$ cat src/rtl/param_lifo_stack.sv
// Parametrised LIFO stack with full/empty flags, occupancy count, top-of-stack peek,
// registered pop data with a valid strobe, replace-top on push+pop, and sticky error flags.
module param_lifo_stack #(
    parameter  int WIDTH = 8,
    parameter  int DEPTH = 32,
    localparam int AW    = $clog2(DEPTH + 1)
) (
    input  logic             p_reset,
    input  logic             m_clock,
    input  logic             clear,
    input  logic             push,
    input  logic [WIDTH-1:0] push_data,
    input  logic             pop,
    output logic [WIDTH-1:0] pop_data,
    output logic             pop_valid,
    output logic [WIDTH-1:0] top_data,
    output logic [AW-1:0]    count,
    output logic             is_empty,
    output logic             is_full,
    output logic             overflow,
    output logic             underflow
);

    localparam int IW = (DEPTH > 1) ? $clog2(DEPTH) : 1;

    logic [WIDTH-1:0] r_mem [DEPTH];
    logic [AW-1:0]    r_count;
    logic [WIDTH-1:0] r_pop_data;
    logic             r_pop_valid;
    logic             r_overflow;
    logic             r_underflow;

    logic             w_empty;
    logic             w_full;
    logic [IW-1:0]    w_top_idx;
    logic [IW-1:0]    w_wr_idx;
    logic [WIDTH-1:0] w_top_word;
    logic             w_mem_we;
    logic [IW-1:0]    w_mem_idx;

    // Occupancy flags and storage indices; the top index is only used when non-empty.
    always_comb begin
        w_empty    = (r_count == {AW{1'b0}});
        w_full     = (r_count == AW'(DEPTH));
        w_top_idx  = IW'(r_count - AW'(1));
        w_wr_idx   = IW'(r_count);
        w_top_word = r_mem[w_top_idx];
    end

    // Storage write decode: a plain push fills the next slot, push+pop overwrites the top.
    always_comb begin
        w_mem_we  = 1'b0;
        w_mem_idx = w_wr_idx;
        if (p_reset && !clear) begin
            if (push && !pop && !w_full) begin
                w_mem_we  = 1'b1;
                w_mem_idx = w_wr_idx;
            end else if (push && pop && !w_empty) begin
                w_mem_we  = 1'b1;
                w_mem_idx = w_top_idx;
            end else begin
                w_mem_we  = 1'b0;
                w_mem_idx = w_wr_idx;
            end
        end else begin
            w_mem_we  = 1'b0;
            w_mem_idx = w_wr_idx;
        end
    end

    // Storage array: contents are not reset; the count alone defines what is valid.
    always_ff @(posedge m_clock) begin
        if (w_mem_we) begin
            r_mem[w_mem_idx] <= push_data;
        end
    end

    // Control state: count, pop data/strobe and sticky error flags.
    always_ff @(posedge m_clock or negedge p_reset) begin
        if (!p_reset) begin
            r_count     <= {AW{1'b0}};
            r_pop_data  <= {WIDTH{1'b0}};
            r_pop_valid <= 1'b0;
            r_overflow  <= 1'b0;
            r_underflow <= 1'b0;
        end else if (clear) begin
            r_count     <= {AW{1'b0}};
            r_pop_valid <= 1'b0;
            r_overflow  <= 1'b0;
            r_underflow <= 1'b0;
        end else begin
            case ({push, pop})
                2'b10: begin
                    r_pop_valid <= 1'b0;
                    if (w_full) begin
                        r_overflow <= 1'b1;
                    end else begin
                        r_count <= r_count + AW'(1);
                    end
                end
                2'b01: begin
                    if (w_empty) begin
                        r_pop_valid <= 1'b0;
                        r_underflow <= 1'b1;
                    end else begin
                        r_pop_data  <= w_top_word;
                        r_pop_valid <= 1'b1;
                        r_count     <= r_count - AW'(1);
                    end
                end
                2'b11: begin
                    // Empty stack: the pushed word bypasses storage straight to pop_data.
                    r_pop_valid <= 1'b1;
                    if (w_empty) begin
                        r_pop_data <= push_data;
                    end else begin
                        r_pop_data <= w_top_word;
                    end
                end
                default: begin
                    r_pop_valid <= 1'b0;
                end
            endcase
        end
    end

    // Output mapping.
    always_comb begin
        pop_data  = r_pop_data;
        pop_valid = r_pop_valid;
        count     = r_count;
        is_empty  = w_empty;
        is_full   = w_full;
        overflow  = r_overflow;
        underflow = r_underflow;
        if (w_empty) begin
            top_data = {WIDTH{1'b0}};
        end else begin
            top_data = w_top_word;
        end
    end

endmodule

$ cat config.mk
export PLATFORM = sky130hd
export DESIGN_NAME = param_lifo_stack
export DESIGN_NICKNAME = d
export VERILOG_FILES = /design/src/rtl/param_lifo_stack.sv
export SDC_FILE = /design/constraint.sdc
export NUM_CORES = 1
export LEC_CHECK = 0
export ABC_AREA = 1
export CAP_MARGIN = 5
export CORE_MARGIN = 2
export CORE_UTILIZATION = 43
export DETAILED_ROUTE_END_ITERATION = 7
export SLEW_MARGIN = 20
export SYNTH_ARGS = -nofsm -noshare
export SYNTH_HDL_FRONTEND = slang
export SYNTH_SLANG_ARGS = --single-unit
$ cat constraint.sdc
create_clock -name m_clock -period 3.4 [get_ports m_clock]
set_input_delay 0.68 -clock m_clock [delete_from_list [all_inputs] [get_ports m_clock]]
set_output_delay 0.68 -clock m_clock [all_outputs]
set_load 0.005 [all_outputs]
==> results.toml <==
[run_status]
status = "finished, violations left"
violated_checks = "setup timing"

[timing]
timing.final.max_slew_violations = 0
fin_worst_skew_ns = 0.01150
hold-worst-slack_ns = 0.4771
max-slew-margin-rel_pct = 36.88
final_period_minus_worst_setup_slack_ns = 3.557
fmaxAchievable_mhz = 281.1
setup_viol = 5
grt_setup_unrepaired = "true"
min_period_over_period_pct = 104.6
finalHoldViolCount = 0
transition_time_at_the_pin_with_the_least_slew_margin_ns = 0.9439
postLayoutSetupSlackWorst_ns = -0.1569

[placement]
hpwl_mm = 20.50
numPlacedInstances = 1677
post-place-ws_ns = 0.2032
portBuffers = 39
gp_congestion = 0.9155

[cells_and_area]
n_antenna_cell = 0
drive_above_1_share_pct = 15.72
layout_utilization_pct = 53.27
post_layout_cell_count = 1758
finish.net_count = 1367
n_fill_cell = 2521
area_growth_pct = 22.83

[clock_tree]
clock_tree.buffer_depth = 3
clock_transition_time_at_the_flip_flop_clock_pins_of_the_worst_setup_and_hold_paths_ns = 0.06
cts_tree = "yes"
clk_latency_ns = 0.55
cts-root-buf = "sky130_fd_sc_hd__clkbuf_16"
h_tree_levels = 1
cts_inserted_buffers = 29
clkSinkCount = 273

[global_route]
grt-ovfl-total = 0
largest_net_degree_at_the_start_of_global_routing = 133
grt_util_all_layers_pct = 22.61
initial_antenna_violation_count = 1
first_global_vias = 8321
grt_first_pass_wirelength_mm = 51.05

[route]
ant_nets = 0
drt_iter0_markers = 983
routedWlPerCell_um = 19.82
dr_total_vias = 9021
length_of_the_first_detailed_routing_pass_in_iterations = 5
viasPerCell = 5.131
detail_route.drc_violations = 0
drt-total-wl_mm = 34.84

[floorplanning]
placeableCoreArea_sq_um = 28470
dieWidth_um = 173.4
design.portCount = 40
rows = 62
die-height_um = 173.4
floorplan.die_area_sq_um = 30080
start_util_pct = 43.36

[setup_path]
worst-endpoint-arrival_ns = 2.88
timing.critical_path.required_ns = 2.72
endpoint_kind = "output port"
timing_worst_setup_path_type = "register to output port"
cp_max_fo = 7
startpoint_type = "register"

[yosys]
synth_seq_area_share_pct = 65.71
netlist_area_pre_place_sq_um = 12350
synth_warnings = 0
unique_masters_post_synth = 31
synth_seq_cells = 273
avgSynthCellArea_sq_um = 9.884
synth.net_count = 1265
synthCells = 1249

[power]
power.static_leakage_nw = 6.495
power_density_nw_per_um2 = 710.9
worst_ir_drop_vdd_v = 0.0004471

[hold_path]
worstHoldPathType = "register to register"

[flow_run]
maxCapViolations = 0
-- stage by stage --
| step | total power, mW | cell area [sq um] | setup TNS [ns] |
|---|---|---|---|
| 2_1_floorplan | 5.601 | 12350 | 0 |
| 3_3_place_gp | 6.963 | 13520 | 0 |
| 3_5_place_dp | 6.953 | 13520 | 0 |
| 4_1_cts | 10.59 | 14950 | -1.105 |
| 5_1_grt | 11.21 | 15160 | -1.177 |
| 6_report | 10.78 | 15160 | -0.5359 |
-- path summary, 6_finish.rpt --
path	start	to	slack [ns]	cells past startpoint
worst min-delay path	pop_data[4]	pop_data[4]	0.48	2
min in group asynchronous	p_reset	pop_data[7]	0.51	2
worst max register to register	count[0]	r_mem[3][6]	0.34	11
worst max-delay path	count[0]	top_data[4]	-0.16	11
worst min register to register	pop_data[4]	pop_data[4]	0.48	2
max in group asynchronous	p_reset	count[0]	2.67	2
-- cells by family after synthesis --
| family | after synthesis | synth area share (%) |
|---|---|---|
| XOR/XNOR | 4 | 0.4967 |
| buffers and inverters | 254 | 8.229 |
| flip-flops | 273 | 65.71 |
| AND/OR/NAND/NOR | 688 | 23.86 |
| adder cells (fa/ha/maj) | 3 | 0.3041 |
| AO/OA/AOI/OAI | 27 | 1.399 |
-- cells in the mapped netlist (all sizes together) --
cell | n | area share [%]
nor2 | 66 | 2.0
o21ai | 17 | 0.93
o22ai | 4 | 0.20
a21oi | 5 | 0.20
xor2 | 3 | 0.43
nand2 | 400 | 12
ha | 3 | 0.30
nand4 | 1 | 0.051
buf | 35 | 1.6
o31ai | 1 | 0.061
inv | 198 | 6.0
nand3 | 221 | 9.4
dfrtp | 17 | 3.4
edfxtp | 256 | 62
clkbuf | 21 | 0.64
xnor2 | 1 | 0.071
-- state kept, by name, summed over array words and instances, names as in the netlist --
register   count
r_mem        256
pop_data       8
count          6
overflow       1
pop_valid      1
underflow      1
-- placed cells by master, fill, tap and decap left out, types with 2 or more instances in the layout --
| cell | n |
|---|---|
| sky130_fd_sc_hd__o22ai_1 | 4 |
| sky130_fd_sc_hd__inv_1 | 188 |
| sky130_fd_sc_hd__clkbuf_8 | 5 |
| sky130_fd_sc_hd__clkbuf_16 | 30 |
| sky130_fd_sc_hd__a21oi_1 | 5 |
| sky130_fd_sc_hd__ha_4 | 2 |
| sky130_fd_sc_hd__buf_12 | 9 |
| sky130_fd_sc_hd__o21ai_0 | 11 |
| sky130_fd_sc_hd__clkinv_2 | 2 |
| sky130_fd_sc_hd__clkdlybuf4s50_1 | 34 |
| sky130_fd_sc_hd__o21ai_2 | 5 |
| sky130_fd_sc_hd__dfrtp_1 | 16 |
| sky130_fd_sc_hd__nand3_1 | 167 |
| sky130_fd_sc_hd__buf_4 | 65 |
| sky130_fd_sc_hd__edfxtp_1 | 256 |
| sky130_fd_sc_hd__nand2_2 | 7 |
| sky130_fd_sc_hd__nor2_1 | 65 |
| sky130_fd_sc_hd__inv_8 | 2 |
| sky130_fd_sc_hd__nand3_4 | 2 |
| sky130_fd_sc_hd__dlymetal6s2s_1 | 2 |
| sky130_fd_sc_hd__nand3_2 | 52 |
| sky130_fd_sc_hd__inv_2 | 7 |
| sky130_fd_sc_hd__clkbuf_2 | 3 |
| sky130_fd_sc_hd__buf_6 | 2 |
| sky130_fd_sc_hd__buf_16 | 8 |
| sky130_fd_sc_hd__nand2_1 | 391 |
| sky130_fd_sc_hd__clkbuf_1 | 14 |
| sky130_fd_sc_hd__clkinvlp_4 | 2 |
| sky130_fd_sc_hd__bufbuf_16 | 2 |
-- power by group --
part	switching [mW]	leakage, nW	internal [mW]
registers	0.0531	2.52	3.75
logic	2.38	3.54	1.58
clock network	1.25	0.437	1.77
total	3.68	6.49	7.10
-- final cells by class --
class	instances	area (sq um)	share of cell area [%]
Sequential cell	273	8117	53.52
Timing Repair Buffer	127	1390	9.167
Tap cell	384	480.5	3.168
Multi-Input combinational cell	722	3506	23.12
Clock inverter	6	63.81	0.4208
Inverter	198	760.7	5.017
Clock buffer	48	847.1	5.586
-- timing repair --
item / CTS / global route
pin swaps: 2 / 7
buffers inserted: 6 / 12
hold buffers: 0 / 0
cloned: 8 / 1
setup endpoints to repair: 8 / 8
resized for setup: 51 / 28
-- critical path: stages (launching register included) --
cell and delay [ns]:
sky130_fd_sc_hd__dfrtp_4 0.45, sky130_fd_sc_hd__inv_8 0.06, sky130_fd_sc_hd__ha_4 0.39, sky130_fd_sc_hd__buf_12 0.14, sky130_fd_sc_hd__buf_16 0.14, sky130_fd_sc_hd__nand3_1 0.10, sky130_fd_sc_hd__nand3_2 0.11, sky130_fd_sc_hd__nand3_1 0.13
sky130_fd_sc_hd__nand3_1 0.11, sky130_fd_sc_hd__nand2_1 0.09, sky130_fd_sc_hd__nor2_1 0.10, sky130_fd_sc_hd__clkdlybuf4s50_1 0.50
-- layer usage --
| layer | routed length [um] | global-route usage (%) |
|---|---|---|
| met5 | 13 | 0 |
| met4 | 1387 | 9.569 |
| met3 | 2850 | 3.969 |
| met2 | 15690 | 34.85 |
| met1 | 14910 | 31.75 |
(Power assumes the default switching activity.)
==> edit (same settings) <==
`DEPTH`: 32 -> 64.
--- a/src/rtl/param_lifo_stack.sv
+++ b/src/rtl/param_lifo_stack.sv
@@ -2,7 +2,7 @@
 // registered pop data with a valid strobe, replace-top on push+pop, and sticky error flags.
 module param_lifo_stack #(
     parameter  int WIDTH = 8,
-    parameter  int DEPTH = 32,
+    parameter  int DEPTH = 64,
     localparam int AW    = $clog2(DEPTH + 1)
 ) (
     input  logic             p_reset,
Ports: changed (resized count); port bits go from 40 to 41. The function was not compared with the original's and may differ.
==> edit against the original RTL <==
Sequential cell count rose by 257; setup slack improved by 23 ps; maximum frequency rose by 0.64%; sequential share of layout area rose by 2.4 points; power rose by 92%; routed wire length rose by 87%; the flow still finishes with violations (negative setup slack); synthesized cell count rose by 75%; worst hold slack got worse by 22 ps; combinational power rose by 93%; synthesized area rose by 85%; design area rose by 87%; highest routed layer is now met4; non-clock buffer count rose by 110.
==> edit: results (changes against the original RTL) <==
[outcome]
status=finished, violations left  ; unchanged
violations=negative setup slack  ; unchanged

[synthesis]
synth_xor_area_share_pct=0.368  ; was 0.497%
synth_area_leaders=edfxtp_1, nand2_1, nand3_1  ; unchanged
synth.avg_cell_area_um2=10.4  ; was 9.88 um2
synthAdderAreaFrac_pct=0.165  ; was 0.304%
ys_seq_area_share_pct=69.4  ; was 65.7%
netlist_top_cells_count=nand2_1, edfxtp_1, nand3_1  ; unchanged
synth-compound-area-share_pct=2.10  ; was 1.40%
netlist.area_leader.share_pct=67.4  ; was 62.3%
syn_nets=2199  ; was 1265

[global_route]
track_usage_pct=23.9  ; was 22.6%
antenna_found_initial=0  ; was 1
grt_max_degree=66  ; was 133
grt_use_met2_pct=38.3  ; was 34.8%
use_met3_pct=4.05  ; was 3.97%
grt_pass1_wl_um=96900  ; was 51000 um
grt_pass1_vias=15700  ; was 8321

[power_and_ir_drop]
p_leak_nw=11.4  ; was 6.49 nW
peakVddDrop_mv=0.372  ; was 0.447 mV
power.share.switching_pct=34.8  ; was 34.1%

[placed_design]
hpwl_um=38100  ; was 20500 um
dp_cells=2959  ; was 1677
place_ws_ps=-148  ; was 203 ps
gp_congestion=0.957  ; was 0.916
port_buffers=40  ; was 39

[timing]
worst_pin_slew_ps=970  ; was 944 ps
setup_viol=8  ; was 5
worst_slack_ps=-134  ; was -157 ps
finClkSkew_ps=22.3  ; was 11.5 ps

[setup_path]
worstPathArrival_ps=2850  ; was 2880 ps
critPathMaxFanout=8  ; was 7

[worst_hold_path]
min_path_type=input pin to async pin  ; was register to register

[clock_tree]
cts_htree_levels=2  ; was 1
clk_path_buf_depth=3  ; unchanged
numCtsBuffers=54  ; was 29

[routing]
finalWirelength_um=65100  ; was 34800 um
num_vias=16500  ; was 9021
wl_per_cell_um=21.0  ; was 19.8 um
drtIter0Drc=1666  ; was 983

[layout]
fillers=4409  ; was 2521
largest_register_ffs=512  ; was 256

-- edit: layout make-up --
type                    count  area, um2  area share, %
repair buffers            237       2640           9.34
inverters                 184        708           2.50
flip-flops and latches    530      15800           55.9
clock buffers              64       1410           4.98
multi-input cells        1358       6590           23.3
well taps                 688        861           3.04
clock inverters            35        269          0.950
-- edit: kinds of logic after synthesis --
kind of cell | count (synthesis)
flops | 530
simple gates | 1260
compound gates | 88
buf+inv | 295
xor+xnor | 7
fa+ha+maj | 3
-- edit: path summary, 6_finish.rpt --
check / from / end / slack [ps] / cells after the start
min in group m_clock: pop_data[1]$_DFFE_PN0P_ / pop_data[1]$_DFFE_PN0P_ / 480 / 2
max: count[0]$_DFFE_PN0P_ / top_data[2] / -130 / 12
min: p_reset / count[3]$_DFFE_PN0P_ / 450 / 2
min reg2reg: pop_data[1]$_DFFE_PN0P_ / pop_data[1]$_DFFE_PN0P_ / 480 / 2
max reg2reg: count[0]$_DFFE_PN0P_ / r_mem[45][5]$_DFFE_PP_ / 160 / 11
max in group asynchronous: p_reset / count[0]$_DFFE_PN0P_ / 2720 / 2
-- edit: per-layer routing --
layer  wire length (um)  share of wire (%)  vias up
li1                   -                  -     7690
met1              27400                 42     8037
met2              30500                 47      708
met3               5170                7.9      107
met4               2000                3.1        0
met5                  0                  0        -
-- edit: worst max-delay path: stages, from the launching register on --
cell and delay (ps):
dfrtp_4 500, inv_6 100, ha_4 250, clkinv_8 110, buf_12 130, buf_4 130, nand3_1 80, nand3_1 180
nand3_2 150, nand3_4 130, nand3_4 110, a21oi_4 200, buf_2 150
-- edit: what timing repair did --
| item | CTS | global route |
|---|---|---|
| pin swaps | 43 | 23 |
| gates cloned | 11 | 2 |
| setup buffers | 19 | 8 |
| setup endpoints to repair | 8 | 8 |
| gates resized for setup | 169 | 48 |
-- edit: power groups by stage --
stage	clock network [mW]	registers, mW	logic [mW]
after CTS	5.77	7.29	7.14
final	5.70	7.29	7.65
after floorplan	0	7.43	3.04
after global placement	0	7.43	5.74
after detailed placement	0	7.43	5.74
after global routing	6.01	7.30	8.08
-- edit: stage by stage --
step                TNS (ps)  cell area, um2  hold slack, ps
global placement      -10610           25200             466
finish                  -741           28300             455
CTS                     -554           28000             432
global route           -1390           28300             470
detailed placement     -9640           25200             466
floorplan                  0           22800             384
